==> src/rtl/multicycle_ctrl_fsm_pkg.sv <==
// rtl/multicycle_ctrl_fsm_pkg.sv - shared state, opcode and datapath-select encodings for the control FSM
package riscv_ctrl_pkg;

    typedef enum logic [3:0] {
        FETCH    = 4'd0,
        DECODE   = 4'd1,
        MEMADR   = 4'd2,
        MEMREAD  = 4'd3,
        MEMWB    = 4'd4,
        MEMWRITE = 4'd5,
        EXECR    = 4'd6,
        EXECI    = 4'd7,
        ALUWB    = 4'd8,
        BEQ      = 4'd9,
        JAL      = 4'd10,
        TRAP     = 4'd11
    } ctrl_state_e;

    localparam logic [6:0] OPC_LOAD   = 7'b0000011;
    localparam logic [6:0] OPC_STORE  = 7'b0100011;
    localparam logic [6:0] OPC_RTYPE  = 7'b0110011;
    localparam logic [6:0] OPC_ITYPE  = 7'b0010011;
    localparam logic [6:0] OPC_JAL    = 7'b1101111;
    localparam logic [6:0] OPC_BRANCH = 7'b1100011;

    localparam logic [1:0] ALUOP_ADD   = 2'b00;
    localparam logic [1:0] ALUOP_SUB   = 2'b01;
    localparam logic [1:0] ALUOP_FUNCT = 2'b10;

    localparam logic [1:0] ALU_SRC_A_PC    = 2'b00;
    localparam logic [1:0] ALU_SRC_A_OLDPC = 2'b01;
    localparam logic [1:0] ALU_SRC_A_RD1   = 2'b10;

    localparam logic [1:0] ALU_SRC_B_RD2  = 2'b00;
    localparam logic [1:0] ALU_SRC_B_IMM  = 2'b01;
    localparam logic [1:0] ALU_SRC_B_FOUR = 2'b10;

    localparam logic [1:0] RESULT_SRC_ALUOUT = 2'b00;
    localparam logic [1:0] RESULT_SRC_MEM    = 2'b01;
    localparam logic [1:0] RESULT_SRC_ALU    = 2'b10;

    // States that stall on the memory handshake and are covered by the timeout
    function automatic logic is_mem_wait(input ctrl_state_e s);
        return (s == FETCH) || (s == MEMREAD) || (s == MEMWRITE);
    endfunction

endpackage

==> src/rtl/multicycle_ctrl_fsm_if.sv <==
// rtl/multicycle_ctrl_fsm_if.sv - control bundle between the FSM and the datapath (optional instret under CTRL_RETIRE_CNT_EN)
interface multicycle_ctrl_fsm_if;
    logic [6:0]  opcode;
    logic        zero;
    logic        mem_ready;
    logic        pc_write;
    logic        ir_write;
    logic        adr_src;
    logic        mem_read;
    logic        mem_write;
    logic        reg_write;
    logic [1:0]  alu_src_a;
    logic [1:0]  alu_src_b;
    logic [1:0]  result_src;
    logic [1:0]  aluop;
    logic        trap;
    logic [3:0]  state_o;
`ifdef CTRL_RETIRE_CNT_EN
    logic [31:0] instret;
`endif

    modport master (
        input  opcode, zero, mem_ready,
        output pc_write, ir_write, adr_src, mem_read, mem_write, reg_write,
        output alu_src_a, alu_src_b, result_src, aluop, trap, state_o
`ifdef CTRL_RETIRE_CNT_EN
        , output instret
`endif
    );

    modport slave (
        output opcode, zero, mem_ready,
        input  pc_write, ir_write, adr_src, mem_read, mem_write, reg_write,
        input  alu_src_a, alu_src_b, result_src, aluop, trap, state_o
`ifdef CTRL_RETIRE_CNT_EN
        , input instret
`endif
    );
endinterface

==> src/rtl/multicycle_ctrl_fsm_timeout.sv <==
// rtl/multicycle_ctrl_fsm_timeout.sv - consecutive memory-wait counter with expiry flag
module ctrl_timeout_counter #(
    parameter int TIMEOUT_CYCLES = 16
) (
    input  logic clk,
    input  logic rst,
    input  logic wait_en,
    input  logic mem_ready,
    input  logic state_change,
    output logic expired
);
    localparam int CW = (TIMEOUT_CYCLES > 1) ? $clog2(TIMEOUT_CYCLES) : 1;

    logic [CW-1:0] count;

    // Count stalled cycles; any state change opens a fresh window
    always_ff @(posedge clk) begin
        if (rst || state_change) begin
            count <= '0;
        end else if (wait_en && !mem_ready) begin
            count <= count + 1'b1;
        end
    end

    // Expiry only on a stalled cycle, so a late mem_ready still wins; zero disables
    assign expired = (TIMEOUT_CYCLES != 0) && wait_en && !mem_ready
                     && (count == CW'(TIMEOUT_CYCLES - 1));
endmodule

==> src/rtl/multicycle_ctrl_fsm.sv <==
// rtl/multicycle_ctrl_fsm.sv - multicycle RV32I main control FSM (optional CTRL_RETIRE_CNT_EN retire counter)
module multicycle_ctrl_fsm
    import riscv_ctrl_pkg::*;
#(
    parameter int TIMEOUT_CYCLES = 16
) (
    input  logic                    clk,
    input  logic                    rst,
    multicycle_ctrl_fsm_if.master   ctrl
);
    ctrl_state_e state;
    ctrl_state_e next_state;
    logic        expired;
    logic        wait_en;
    logic        trap_q;

    assign wait_en = is_mem_wait(state);

    ctrl_timeout_counter #(
        .TIMEOUT_CYCLES (TIMEOUT_CYCLES)
    ) u_timeout (
        .clk          (clk),
        .rst          (rst),
        .wait_en      (wait_en),
        .mem_ready    (ctrl.mem_ready),
        .state_change (next_state != state),
        .expired      (expired)
    );

    // Next-state selection; reset overrides everything and returns to FETCH
    always_comb begin
        next_state = state;
        case (state)
            FETCH:    if (ctrl.mem_ready) next_state = DECODE;
                      else if (expired)   next_state = TRAP;
            DECODE: begin
                case (ctrl.opcode)
                    OPC_LOAD, OPC_STORE: next_state = MEMADR;
                    OPC_RTYPE:           next_state = EXECR;
                    OPC_ITYPE:           next_state = EXECI;
                    OPC_JAL:             next_state = JAL;
                    OPC_BRANCH:          next_state = BEQ;
                    default:             next_state = TRAP;
                endcase
            end
            MEMADR:   next_state = ctrl.opcode[5] ? MEMWRITE : MEMREAD;
            MEMREAD:  if (ctrl.mem_ready) next_state = MEMWB;
                      else if (expired)   next_state = TRAP;
            MEMWB:    next_state = FETCH;
            MEMWRITE: if (ctrl.mem_ready) next_state = FETCH;
                      else if (expired)   next_state = TRAP;
            EXECR:    next_state = ALUWB;
            EXECI:    next_state = ALUWB;
            ALUWB:    next_state = FETCH;
            BEQ:      next_state = FETCH;
            JAL:      next_state = ALUWB;
            TRAP:     next_state = TRAP;
            default:  next_state = TRAP;
        endcase
        if (rst) next_state = FETCH;
    end

    // State register and sticky trap flag
    always_ff @(posedge clk) begin
        if (rst) begin
            state  <= FETCH;
            trap_q <= 1'b0;
        end else begin
            state  <= next_state;
            if (next_state == TRAP) trap_q <= 1'b1;
        end
    end

    // Datapath controls decoded from state, with the FETCH/BEQ Mealy terms
    always_comb begin
        ctrl.pc_write   = 1'b0;
        ctrl.ir_write   = 1'b0;
        ctrl.adr_src    = 1'b0;
        ctrl.mem_read   = 1'b0;
        ctrl.mem_write  = 1'b0;
        ctrl.reg_write  = 1'b0;
        ctrl.alu_src_a  = ALU_SRC_A_PC;
        ctrl.alu_src_b  = ALU_SRC_B_RD2;
        ctrl.result_src = RESULT_SRC_ALUOUT;
        ctrl.aluop      = ALUOP_ADD;
        case (state)
            FETCH: begin
                ctrl.mem_read   = 1'b1;
                ctrl.alu_src_b  = ALU_SRC_B_FOUR;
                ctrl.result_src = RESULT_SRC_ALU;
                ctrl.ir_write   = ctrl.mem_ready;
                ctrl.pc_write   = ctrl.mem_ready;
            end
            DECODE: begin
                ctrl.alu_src_a = ALU_SRC_A_OLDPC;
                ctrl.alu_src_b = ALU_SRC_B_IMM;
            end
            MEMADR: begin
                ctrl.alu_src_a = ALU_SRC_A_RD1;
                ctrl.alu_src_b = ALU_SRC_B_IMM;
            end
            MEMREAD: begin
                ctrl.adr_src  = 1'b1;
                ctrl.mem_read = 1'b1;
            end
            MEMWB: begin
                ctrl.result_src = RESULT_SRC_MEM;
                ctrl.reg_write  = 1'b1;
            end
            MEMWRITE: begin
                ctrl.adr_src   = 1'b1;
                ctrl.mem_write = 1'b1;
            end
            EXECR: begin
                ctrl.alu_src_a = ALU_SRC_A_RD1;
                ctrl.aluop     = ALUOP_FUNCT;
            end
            EXECI: begin
                ctrl.alu_src_a = ALU_SRC_A_RD1;
                ctrl.alu_src_b = ALU_SRC_B_IMM;
                ctrl.aluop     = ALUOP_FUNCT;
            end
            ALUWB: ctrl.reg_write = 1'b1;
            BEQ: begin
                ctrl.alu_src_a = ALU_SRC_A_RD1;
                ctrl.aluop     = ALUOP_SUB;
                ctrl.pc_write  = ctrl.zero;
            end
            JAL: begin
                ctrl.alu_src_a = ALU_SRC_A_OLDPC;
                ctrl.alu_src_b = ALU_SRC_B_FOUR;
                ctrl.pc_write  = 1'b1;
            end
            default: ;
        endcase
        if (rst) begin
            ctrl.pc_write  = 1'b0;
            ctrl.ir_write  = 1'b0;
            ctrl.mem_read  = 1'b0;
            ctrl.mem_write = 1'b0;
            ctrl.reg_write = 1'b0;
        end
    end

    assign ctrl.trap    = trap_q;
    assign ctrl.state_o = state;

`ifdef CTRL_RETIRE_CNT_EN
    logic [31:0] instret_q;

    // One retire per completed instruction, counted on the final step back to FETCH
    always_ff @(posedge clk) begin
        if (rst) begin
            instret_q <= 32'd0;
        end else if (next_state == FETCH &&
                     (state == MEMWB || state == MEMWRITE || state == ALUWB || state == BEQ)) begin
            instret_q <= instret_q + 32'd1;
        end
    end

    assign ctrl.instret = instret_q;
`endif
endmodule

==> src/flat_wrapper.sv <==
// flat-port wrapper written by rule: the top's interface ports become plain ports
module multicycle_ctrl_fsm_flat import riscv_ctrl_pkg::*;
#(
    parameter int TIMEOUT_CYCLES = 16
)
  (clk, rst, ctrl_opcode, ctrl_zero, ctrl_mem_ready, ctrl_pc_write, ctrl_ir_write, ctrl_adr_src, ctrl_mem_read, ctrl_mem_write, ctrl_reg_write, ctrl_alu_src_a, ctrl_alu_src_b, ctrl_result_src, ctrl_aluop, ctrl_trap, ctrl_state_o);
  multicycle_ctrl_fsm_if ctrl_i ();
  input  logic clk;
  input  logic rst;
  input wire logic [$bits(ctrl_i.opcode)-1:0] ctrl_opcode;
  input wire logic [$bits(ctrl_i.zero)-1:0] ctrl_zero;
  input wire logic [$bits(ctrl_i.mem_ready)-1:0] ctrl_mem_ready;
  output wire logic [$bits(ctrl_i.pc_write)-1:0] ctrl_pc_write;
  output wire logic [$bits(ctrl_i.ir_write)-1:0] ctrl_ir_write;
  output wire logic [$bits(ctrl_i.adr_src)-1:0] ctrl_adr_src;
  output wire logic [$bits(ctrl_i.mem_read)-1:0] ctrl_mem_read;
  output wire logic [$bits(ctrl_i.mem_write)-1:0] ctrl_mem_write;
  output wire logic [$bits(ctrl_i.reg_write)-1:0] ctrl_reg_write;
  output wire logic [$bits(ctrl_i.alu_src_a)-1:0] ctrl_alu_src_a;
  output wire logic [$bits(ctrl_i.alu_src_b)-1:0] ctrl_alu_src_b;
  output wire logic [$bits(ctrl_i.result_src)-1:0] ctrl_result_src;
  output wire logic [$bits(ctrl_i.aluop)-1:0] ctrl_aluop;
  output wire logic [$bits(ctrl_i.trap)-1:0] ctrl_trap;
  output wire logic [$bits(ctrl_i.state_o)-1:0] ctrl_state_o;
  assign ctrl_i.opcode = ctrl_opcode;
  assign ctrl_i.zero = ctrl_zero;
  assign ctrl_i.mem_ready = ctrl_mem_ready;
  assign ctrl_pc_write = ctrl_i.pc_write;
  assign ctrl_ir_write = ctrl_i.ir_write;
  assign ctrl_adr_src = ctrl_i.adr_src;
  assign ctrl_mem_read = ctrl_i.mem_read;
  assign ctrl_mem_write = ctrl_i.mem_write;
  assign ctrl_reg_write = ctrl_i.reg_write;
  assign ctrl_alu_src_a = ctrl_i.alu_src_a;
  assign ctrl_alu_src_b = ctrl_i.alu_src_b;
  assign ctrl_result_src = ctrl_i.result_src;
  assign ctrl_aluop = ctrl_i.aluop;
  assign ctrl_trap = ctrl_i.trap;
  assign ctrl_state_o = ctrl_i.state_o;
  multicycle_ctrl_fsm #(.TIMEOUT_CYCLES(TIMEOUT_CYCLES)) u_core (.clk(clk), .rst(rst), .ctrl(ctrl_i));
endmodule
==> config.mk <==
export PLATFORM = sky130hd
export DESIGN_NAME = multicycle_ctrl_fsm_flat
export DESIGN_NICKNAME = d
export VERILOG_FILES = /design/src/rtl/multicycle_ctrl_fsm_pkg.sv /design/src/rtl/multicycle_ctrl_fsm_if.sv /design/src/rtl/multicycle_ctrl_fsm_timeout.sv /design/src/rtl/multicycle_ctrl_fsm.sv /design/src/flat_wrapper.sv
export SDC_FILE = /design/constraint.sdc
export NUM_CORES = 1
export LEC_CHECK = 0
export ABC_AREA = 1
export CAP_MARGIN = 10
export CORE_MARGIN = 5
export CORE_UTILIZATION = 39
export CTS_CLUSTER_DIAMETER = 60
export DETAILED_ROUTE_END_ITERATION = 7
export GPL_TIMING_DRIVEN = 0
export PLACE_DENSITY = 0.87
export RECOVER_POWER = 100
export SETUP_SLACK_MARGIN = 0.02
export SLEW_MARGIN = 30
export SYNTH_ARGS = -nofsm -noshare
export SYNTH_HDL_FRONTEND = slang
export SYNTH_SLANG_ARGS = --single-unit
==> constraint.sdc <==
create_clock -name clk -period 1.4 [get_ports clk]
set_input_delay 0.42 -clock clk [delete_from_list [all_inputs] [get_ports clk]]
set_output_delay 0.42 -clock clk [all_outputs]
set_load 0.03 [all_outputs]
# Word level (Yosys, flattened, before mapping)
# Index checks and enable logic that the tools add are counted.
[totals] regBits=9 latch_bits=0 ram_bits=0 romBits=0 inputBits=11 elab_cells=64 mem_count=0
[classes] n_addsub=1 mul=0 div=0 magnitude_cmp=0 eq_ne=19 shifts=0 muxes=23 bitwise_logic=0 reduce_logical=18
[op_table] cell="4-bit case mux with 7 select lines" n=1
[op_table] cell="4-bit equality test (second input constant)" n=5
[op_table] cell="4-bit two-way mux" n=5
[op_table] cell="4-bit case mux with 5 select lines" n=1
[op_table] cell="4-bit by 3-bit equality test with 1-bit output (second input constant)" n=4
[op_table] cell="2-bit case mux with 2 select lines" n=4
[op_table] cell="7-bit by 6-bit equality test with 1-bit output (second input constant)" n=2
[op_table] cell="7-bit equality test (second input constant)" n=2
[op_table] cell="2-bit OR reduction" n=7
[op_table] cell="1-bit two-way mux" n=10
[op_table] cell="3-bit OR reduction" n=3
[op_table] cell="4-bit by 2-bit equality test with 1-bit output (second input constant)" n=2
[op_table] cell="7-bit by 2-bit equality test with 1-bit output (second input constant)" n=1
[op_table] cell="7-bit by 5-bit equality test with 1-bit output (second input constant)" n=1
[op_table] cell="4-bit by 1-bit adder with 4-bit output (second input constant)" n=1
[op_table] cell="4-bit by 1-bit equality test with 1-bit output (second input constant)" n=1
[op_table] cell="4-bit logical NOT" n=1
[op_table] cell="4-bit inequality test" n=1
[op_table] cell="4-bit OR reduction" n=1
[op_table] cell="1-bit logical OR" n=3
[op_table] cell="3-bit two-way mux" n=1
[op_table] cell="1-bit case mux with 3 select lines" n=1
[op_table] cell="1-bit logical AND" n=2
[op_table] cell="1-bit logical NOT" n=1

# Logic depth before layout (Yosys ltp)
# Gate-level depths: netlist of the first run.
[depth] depth_word=11 depth_mapped=13 depth_no_buf=13

# Cells and area by module
# A second synthesis of the first run with hierarchy kept.
[hier_totals] cells_unflattened=156 hier_area_um2=877.1
[by_module_without_submodules] mod="multicycle_ctrl_fsm" instances=1 cells_each=127 area_each_um2=664.4 seq_area_each_um2=100.1
[by_module_without_submodules] mod="ctrl_timeout_counter" instances=1 cells_each=29 area_each_um2=212.7 seq_area_each_um2=80.1

# Worst setup path before layout of the first run
# OpenSTA, ideal clock, no wires.
[synth_path] kind="register -> output" from="register u_core.state[3], in the netlist u_core.ctrl.state_o[3]" to="output port ctrl_pc_write" arrival_time_ns=2.154 required_time_ns=0.980 slack_ns=-1.174 stages_incl_launch_ff=5 cell_sequence="dfxtp_1 nand2_1 nor3_1 nand2_1 a31oi_1"
[synth_via] elab_chain_len=3 elab_cells_between_ends=5 classes_between="2 x eq/ne; 2 x mux; 1 x reduce/logical"
[synth_lines] item="from (decl)" line_no="multicycle_ctrl_fsm.sv:11" rtl="ctrl_state_e state;"
[synth_lines] item="from (signal assigned)" line_no="multicycle_ctrl_fsm.sv:69" rtl="state <= next_state;"
[synth_lines] item="4-bit equality test / 4-bit logical NOT (equally long branches)" line_no="multicycle_ctrl_fsm.sv:86" rtl="case (state)"
[synth_lines] item="1-bit case mux with 3 select lines (*)" line_no="multicycle_ctrl_fsm.sv:86"
[synth_lines] item="1-bit two-way mux (*)" line_no="multicycle_ctrl_fsm.sv:136" rtl="if (rst) begin"
[synth_lines] item="to (decl)" line_no="flat_wrapper.sv:13" rtl="output wire logic [$bits(ctrl_i.pc_write)-1:0] ctrl_pc_write;"
# Mark *: on every way between the ends. The rest lies on a longest branch, timed or not.

# Final worst setup path of the first run
[layout_path] from="register u_core.state[0], in the netlist u_core.ctrl.state_o[0]" to="output port ctrl_pc_write"
# Same word-level chain as after synthesis.

==> results of run 1 <==
logic make-up (layout without fill, tap and decap cells):
family / Yosys count / after routing / synth area share
and+or+nand+nor: 93 / 93 / 0.5372
buffers and inverters: 24 / 63 / 0.1130
AOI/OAI and AO/OA: 9 / 9 / 0.06500
DFF: 9 / 9 / 0.2229
xor gates and xnor gates: 3 / 3 / 0.03251
adders and majority gates: 1 / 1 / 0.01548
muxes: 1 / 1 / 0.01393
final timing paths:
kind | start | endpoint | slack (ps)
max | u_core.ctrl.state_o[0] | ctrl_pc_write | -410
min | u_core.ctrl.trap | u_core.ctrl.trap | 490
min reg2reg | u_core.ctrl.trap | u_core.ctrl.trap | 490
max reg2reg | u_core.ctrl.state_o[1] | u_core.u_timeout.count[0] | -340
synthesized netlist by cell type, types with 2 or more instances:
master | number | area share
nand2_1 | 39 | 0.18
nor2_1 | 24 | 0.11
inv_1 | 18 | 0.084
nand3_1 | 14 | 0.087
dfxtp_1 | 9 | 0.22
a21oi_1 | 5 | 0.031
nand2_2 | 5 | 0.039
inv_2 | 4 | 0.019
nor2_2 | 4 | 0.031
a31oi_1 | 2 | 0.015
nand3_2 | 2 | 0.025
nor3_1 | 2 | 0.012
o211ai_1 | 2 | 0.019
xor2_1 | 2 | 0.022
what timing repair did:
action                     in CTS  in global routing
gates resized for setup       124                 19
hold endpoints to repair        0                  0
setup buffers                   4                  3
setup endpoints to repair      28                 24
pin swaps                       5                  3
registers in the layout, summed over array words and instances (netlist names):
signal,count
u_core.ctrl.state_o,4
u_core.ctrl.trap,1
u_core.u_timeout.count,4
critical path, stage by stage (launching register included):
cell,delay (ps)
dfxtp_4,420
inv_6,60
nor3_4,220
nand2_2,90
a31oi_4,180
buf_6,150
where the power goes:
group          internal, W  switching (W)
sequential        0.000333       0.000115
combinational     0.000893        0.00142
clock             0.000110      0.0000920
total              0.00134        0.00163
metal layers:
metal	track usage	vias to the layer above
met1	0.1875	484
li1	-	518
met2	0.3159	43
met5	0	-
met3	0.03497	4
met4	0.07292	0
per-stage QoR:
step / std cells / util / TNS (ps) / instance area [um2] / power [W]
after floorplan: 140 / - / -1921 / 927.1 / 0.001835
after global placement: 195 / 0.6327 / -12490 / 1241 / 0.002389
after detailed placement: 195 / 0.6327 / -13560 / 1241 / 0.002450
after CTS: 203 / 0.6677 / -5590 / 1310 / 0.002787
after global routing: 206 / 0.7060 / -7625 / 1385 / 0.003163
final: 206 / 0.7060 / -5834 / 1385 / 0.002963
final cells by class:
| class | instances | share of cell area |
|---|---|---|
| multi-input combinational | 107 | 0.5023 |
| timing repair buffer | 35 | 0.2249 |
| sequential | 9 | 0.1409 |
| inverter | 22 | 0.07046 |
| tap | 27 | 0.02439 |
| clock buffer | 4 | 0.01897 |
| buffer | 2 | 0.01807 |
==> results.json, run 1 <==
{
  "p_leak_nw": 0.6935,
  "syn-num-nets": 152,
  "rsz0062_at_grt": "true",
  "ios": 30,
  "netlist_instances": 140,
  "synth_seq_area_share": 0.2229,
  "cts.sinks": 9,
  "route.met2.wl_mm": 1.453,
  "dp_hpwl_mm": 2.051,
  "synth.avg_cell_area_um2": 5.773,
  "fin_crit_ps": 1809,
  "pwr_density_cell_mw_per_mm2": 2139,
  "grt_start_max_net_pins": 9,
  "detail_route.iter0.violations": 29,
  "clockBufferDepth": 2,
  "drt-met1-wl_mm": 1.100,
  "die_w_um": 55.53,
  "synth_area_um2": 808.3,
  "cts_buffers": 3,
  "finalSetupViolations": 23,
  "worst_pin_slew_ps": 363.3,
  "crit_type": "flop to primary output",
  "via_per_inst": 5.092,
  "routed_wl_mm": 2.729,
  "initial_core_util": 0.4120,
  "ys.flop_type": "dfxtp_1",
  "core_mm2": 0.001962,
  "violations": "setup timing",
  "htreeDepth": 1,
  "dr.pass1.iters": 4,
  "multi_input_area_um2": 695.7,
  "synth-edff-count": 0,
  "grt_pass1_wl_mm": 4.340,
  "overflow": 0,
  "post-place-ws_ps": -1127,
  "antenna_found_initial": 0,
  "min_path_cells": 2,
  "dr.max_layer_used": "met4",
  "startpoint_type": "flop",
  "reg2reg_depth": 12,
  "nets": 192,
  "wl_per_cell_um": 13.25,
  "clk-insertion-delay-late_ps": 260,
  "root_buffer": "clkbuf_4",
  "gp_congestion": 0.8794,
  "drv_cap": 0,
  "cts_hold_buf": 0,
  "ys_async_sr_fraction": 0,
  "wl_met3_um": 136,
  "seq_area_um2": 195.2,
  "ys_ff_latch": 9,
  "hold_viol_final": 0,
  "yosys_warnings": 0,
  "mostFrequentLayoutCells": "30 x nand2_1, 17 x nor2_1, 13 x inv_1",
  "grt_use_total": 0.1717,
  "yosysUniqueCellTypes": 22,
  "vias": 1049,
  "min-delay-path-class": "flop to flop",
  "nFillCells": 166,
  "tritoncts": "yes",
  "slew_viol_final": 0,
  "status": "complete, but fails checks",
  "drive_gt1_frac": 0.4525,
  "final_common_cell": "nand2_1",
  "ant_nets": 0,
  "area_growth_pct": 71.36,
  "peakVddDrop_mv": 1.782,
  "drc": 0,
  "required_ps": 980,
  "die_y_um": 55.53,
  "cp-end-kind": "primary output",
  "worstPathMaxFanout": 6,
  "fin_skew_ps": 3.294,
  "fin_ws_ps": -409.1,
  "die-area_mm2": 0.003083,
  "min_period_over_period": 1.292,
  "slew_headroom": 0.7589,
  "whs_ps": 490.1,
  "fmax_mhz": 552.8,
  "diodes": 0,
  "io_buffers": 28,
  "rows": 16,
  "path_clk_slew_ps": 60,
  "grt_pass1_vias": 1003,
  "critical_path_arrival_ps": 1390
}
No activity file was read; power rests on OpenSTA's default activity.
==> inputs of run 2 (changes only) <==
--- a/config.mk
+++ b/config.mk
@@ -7,7 +7,7 @@
 export LEC_CHECK = 0
 export ABC_AREA = 1
 export CAP_MARGIN = 10
-export CORE_MARGIN = 5
+export CORE_MARGIN = 10
 export CORE_UTILIZATION = 39
 export CTS_CLUSTER_DIAMETER = 60
 export DETAILED_ROUTE_END_ITERATION = 7
==> results.json, run 2 (synthesized netlist as in run 1, its figures left out) <==
{
  "violations": "setup timing",
  "ant_nets": 0,
  "rows": 16,
  "critical_path_arrival_ps": 2190,
  "initial_core_util": 0.4120,
  "nFillCells": 59,
  "whs_ps": 554.6,
  "status": "complete, but fails checks",
  "core_mm2": 0.001962,
  "p_leak_nw": 0.9129,
  "via_per_inst": 6.060,
  "total_power_w": 0.004395,
  "path_clk_slew_ps": 60,
  "slew_viol_final": 0,
  "cp-end-kind": "flop",
  "routed_wl_mm": 5.102,
  "crit_type": "flop to flop",
  "antenna_found_initial": 0,
  "overflow": 0,
  "dr.pass1.iters": 5,
  "hold_viol_final": 0,
  "combPwrFrac": 0.848,
  "grt_use_total": 0.1706,
  "drive_gt1_frac": 0.6280,
  "grt_pass1_vias": 1229,
  "swShare": 0.5206,
  "worst_pin_slew_ps": 325.2,
  "die_y_um": 65.53,
  "ios": 30,
  "seq_area_um2": 195.2,
  "pwr_density_cell_mw_per_mm2": 2396,
  "p_sw_w": 0.002288,
  "clk-insertion-delay-late_ps": 270,
  "area_growth_pct": 126.9,
  "peakVddDrop_mv": 1.748,
  "fin_setup_tns_ps": -9478,
  "dp_hpwl_mm": 2.208,
  "placed_cells": 195,
  "mostFrequentLayoutCells": "26 x buf_4, 22 x nand2_1, 22 x buf_6",
  "fin_area_mm2": 0.001834,
  "cts_hold_buf": 0,
  "diodes": 0,
  "gp_congestion": 0.8841,
  "root_buffer": "clkbuf_4",
  "clockBufferDepth": 2,
  "die-area_mm2": 0.004294,
  "final_cells": 234,
  "required_ps": 1590,
  "nets": 220,
  "fin_skew_ps": 1.590,
  "grt_pass1_wl_mm": 5.920,
  "io_buffers": 28,
  "drc": 0,
  "tritoncts": "yes",
  "fin_crit_ps": 1997,
  "p_clk_frac": 0.047,
  "min_period_over_period": 1.427,
  "fmax_mhz": 500.7,
  "vias": 1418,
  "slew_headroom": 0.7832,
  "worstPathMaxFanout": 7,
  "pwr-share-seq": 0.105,
  "cts.sinks": 9,
  "wl_per_cell_um": 21.80,
  "final_common_cell": "buf_4",
  "grt_start_max_net_pins": 9,
  "rsz0062_at_grt": "true",
  "post_dp_cell_area_mm2": 0.001241,
  "die_w_um": 65.53,
  "multi_input_area_um2": 837.1,
  "startpoint_type": "flop",
  "htreeDepth": 1,
  "min-delay-path-class": "flop to flop",
  "cts_buffers": 3,
  "finalSetupViolations": 24,
  "p_int_w": 0.002107,
  "detail_route.iter0.violations": 112,
  "fin_ws_ps": -597.3,
  "drv_cap": 0
}
[run 2: per-stage QoR]
step,utilization,setup WS (ps)
after floorplan,-,-370.3
after global placement,0.6327,-1077
after detailed placement,0.6327,-1079
after CTS,0.7596,-394.9
after global routing,0.9349,-617.6
final,0.9349,-597.3
[run 2: timing repair]
item	in CTS	in global routing
endpoints found under the hold margin	0	0
setup buffers	15	22
setup endpoints to repair	28	25
pin swaps	14	19
resized for setup	140	56
[run 2: power groups by stage]
stage | logic (W) | registers, W | clock network, W
finish | 0.00373 | 0.000461 | 0.000207
global placement | 0.00197 | 0.000425 | 0
detailed placement | 0.00203 | 0.000429 | 0
CTS | 0.00270 | 0.000430 | 0.000215
floorplan | 0.00134 | 0.000496 | 0
global route | 0.00385 | 0.000468 | 0.000225
[run 2: layer usage]
| metal | routed length (um) | global-route usage |
|---|---|---|
| met5 | 0 | 0 |
| met4 | 407 | 0.08824 |
| met3 | 619 | 0.04576 |
| met2 | 2372 | 0.3098 |
| met1 | 1703 | 0.1745 |
[run 2: critical path, cell delays in order, from the launching register on]
cell and delay (ps):
dfxtp_4 350, buf_12 140, buf_4 140, nor2_4 150
nand2_4 100, buf_4 170, inv_2 70, nand2_1 80
inv_2 80, nor2_4 50, nand3_1 110, nand2_1 110
nor2_4 110, nand3_4 110, nor2_1 150
[run 2: final cells by class]
| cell class | count | share of cell area |
|---|---|---|
| buffer | 2 | 0.01364 |
| clock buffer | 4 | 0.01432 |
| inverter | 22 | 0.05866 |
| multi-input combinational | 107 | 0.4563 |
| sequential | 9 | 0.1064 |
| tap | 27 | 0.01842 |
| timing repair buffer | 63 | 0.3322 |
[run 2: final timing paths]
kind / startpoint / end / slack [ps] / cells past startpoint
worst max-delay path: u_core.ctrl.state_o[1] / u_core.u_timeout.count[2] / -600 / 14
worst min-delay path: u_core.ctrl.trap / u_core.ctrl.trap / 550 / 2
worst max register to register: u_core.ctrl.state_o[1] / u_core.u_timeout.count[2] / -600 / 14
worst min register to register: u_core.ctrl.trap / u_core.ctrl.trap / 550 / 2
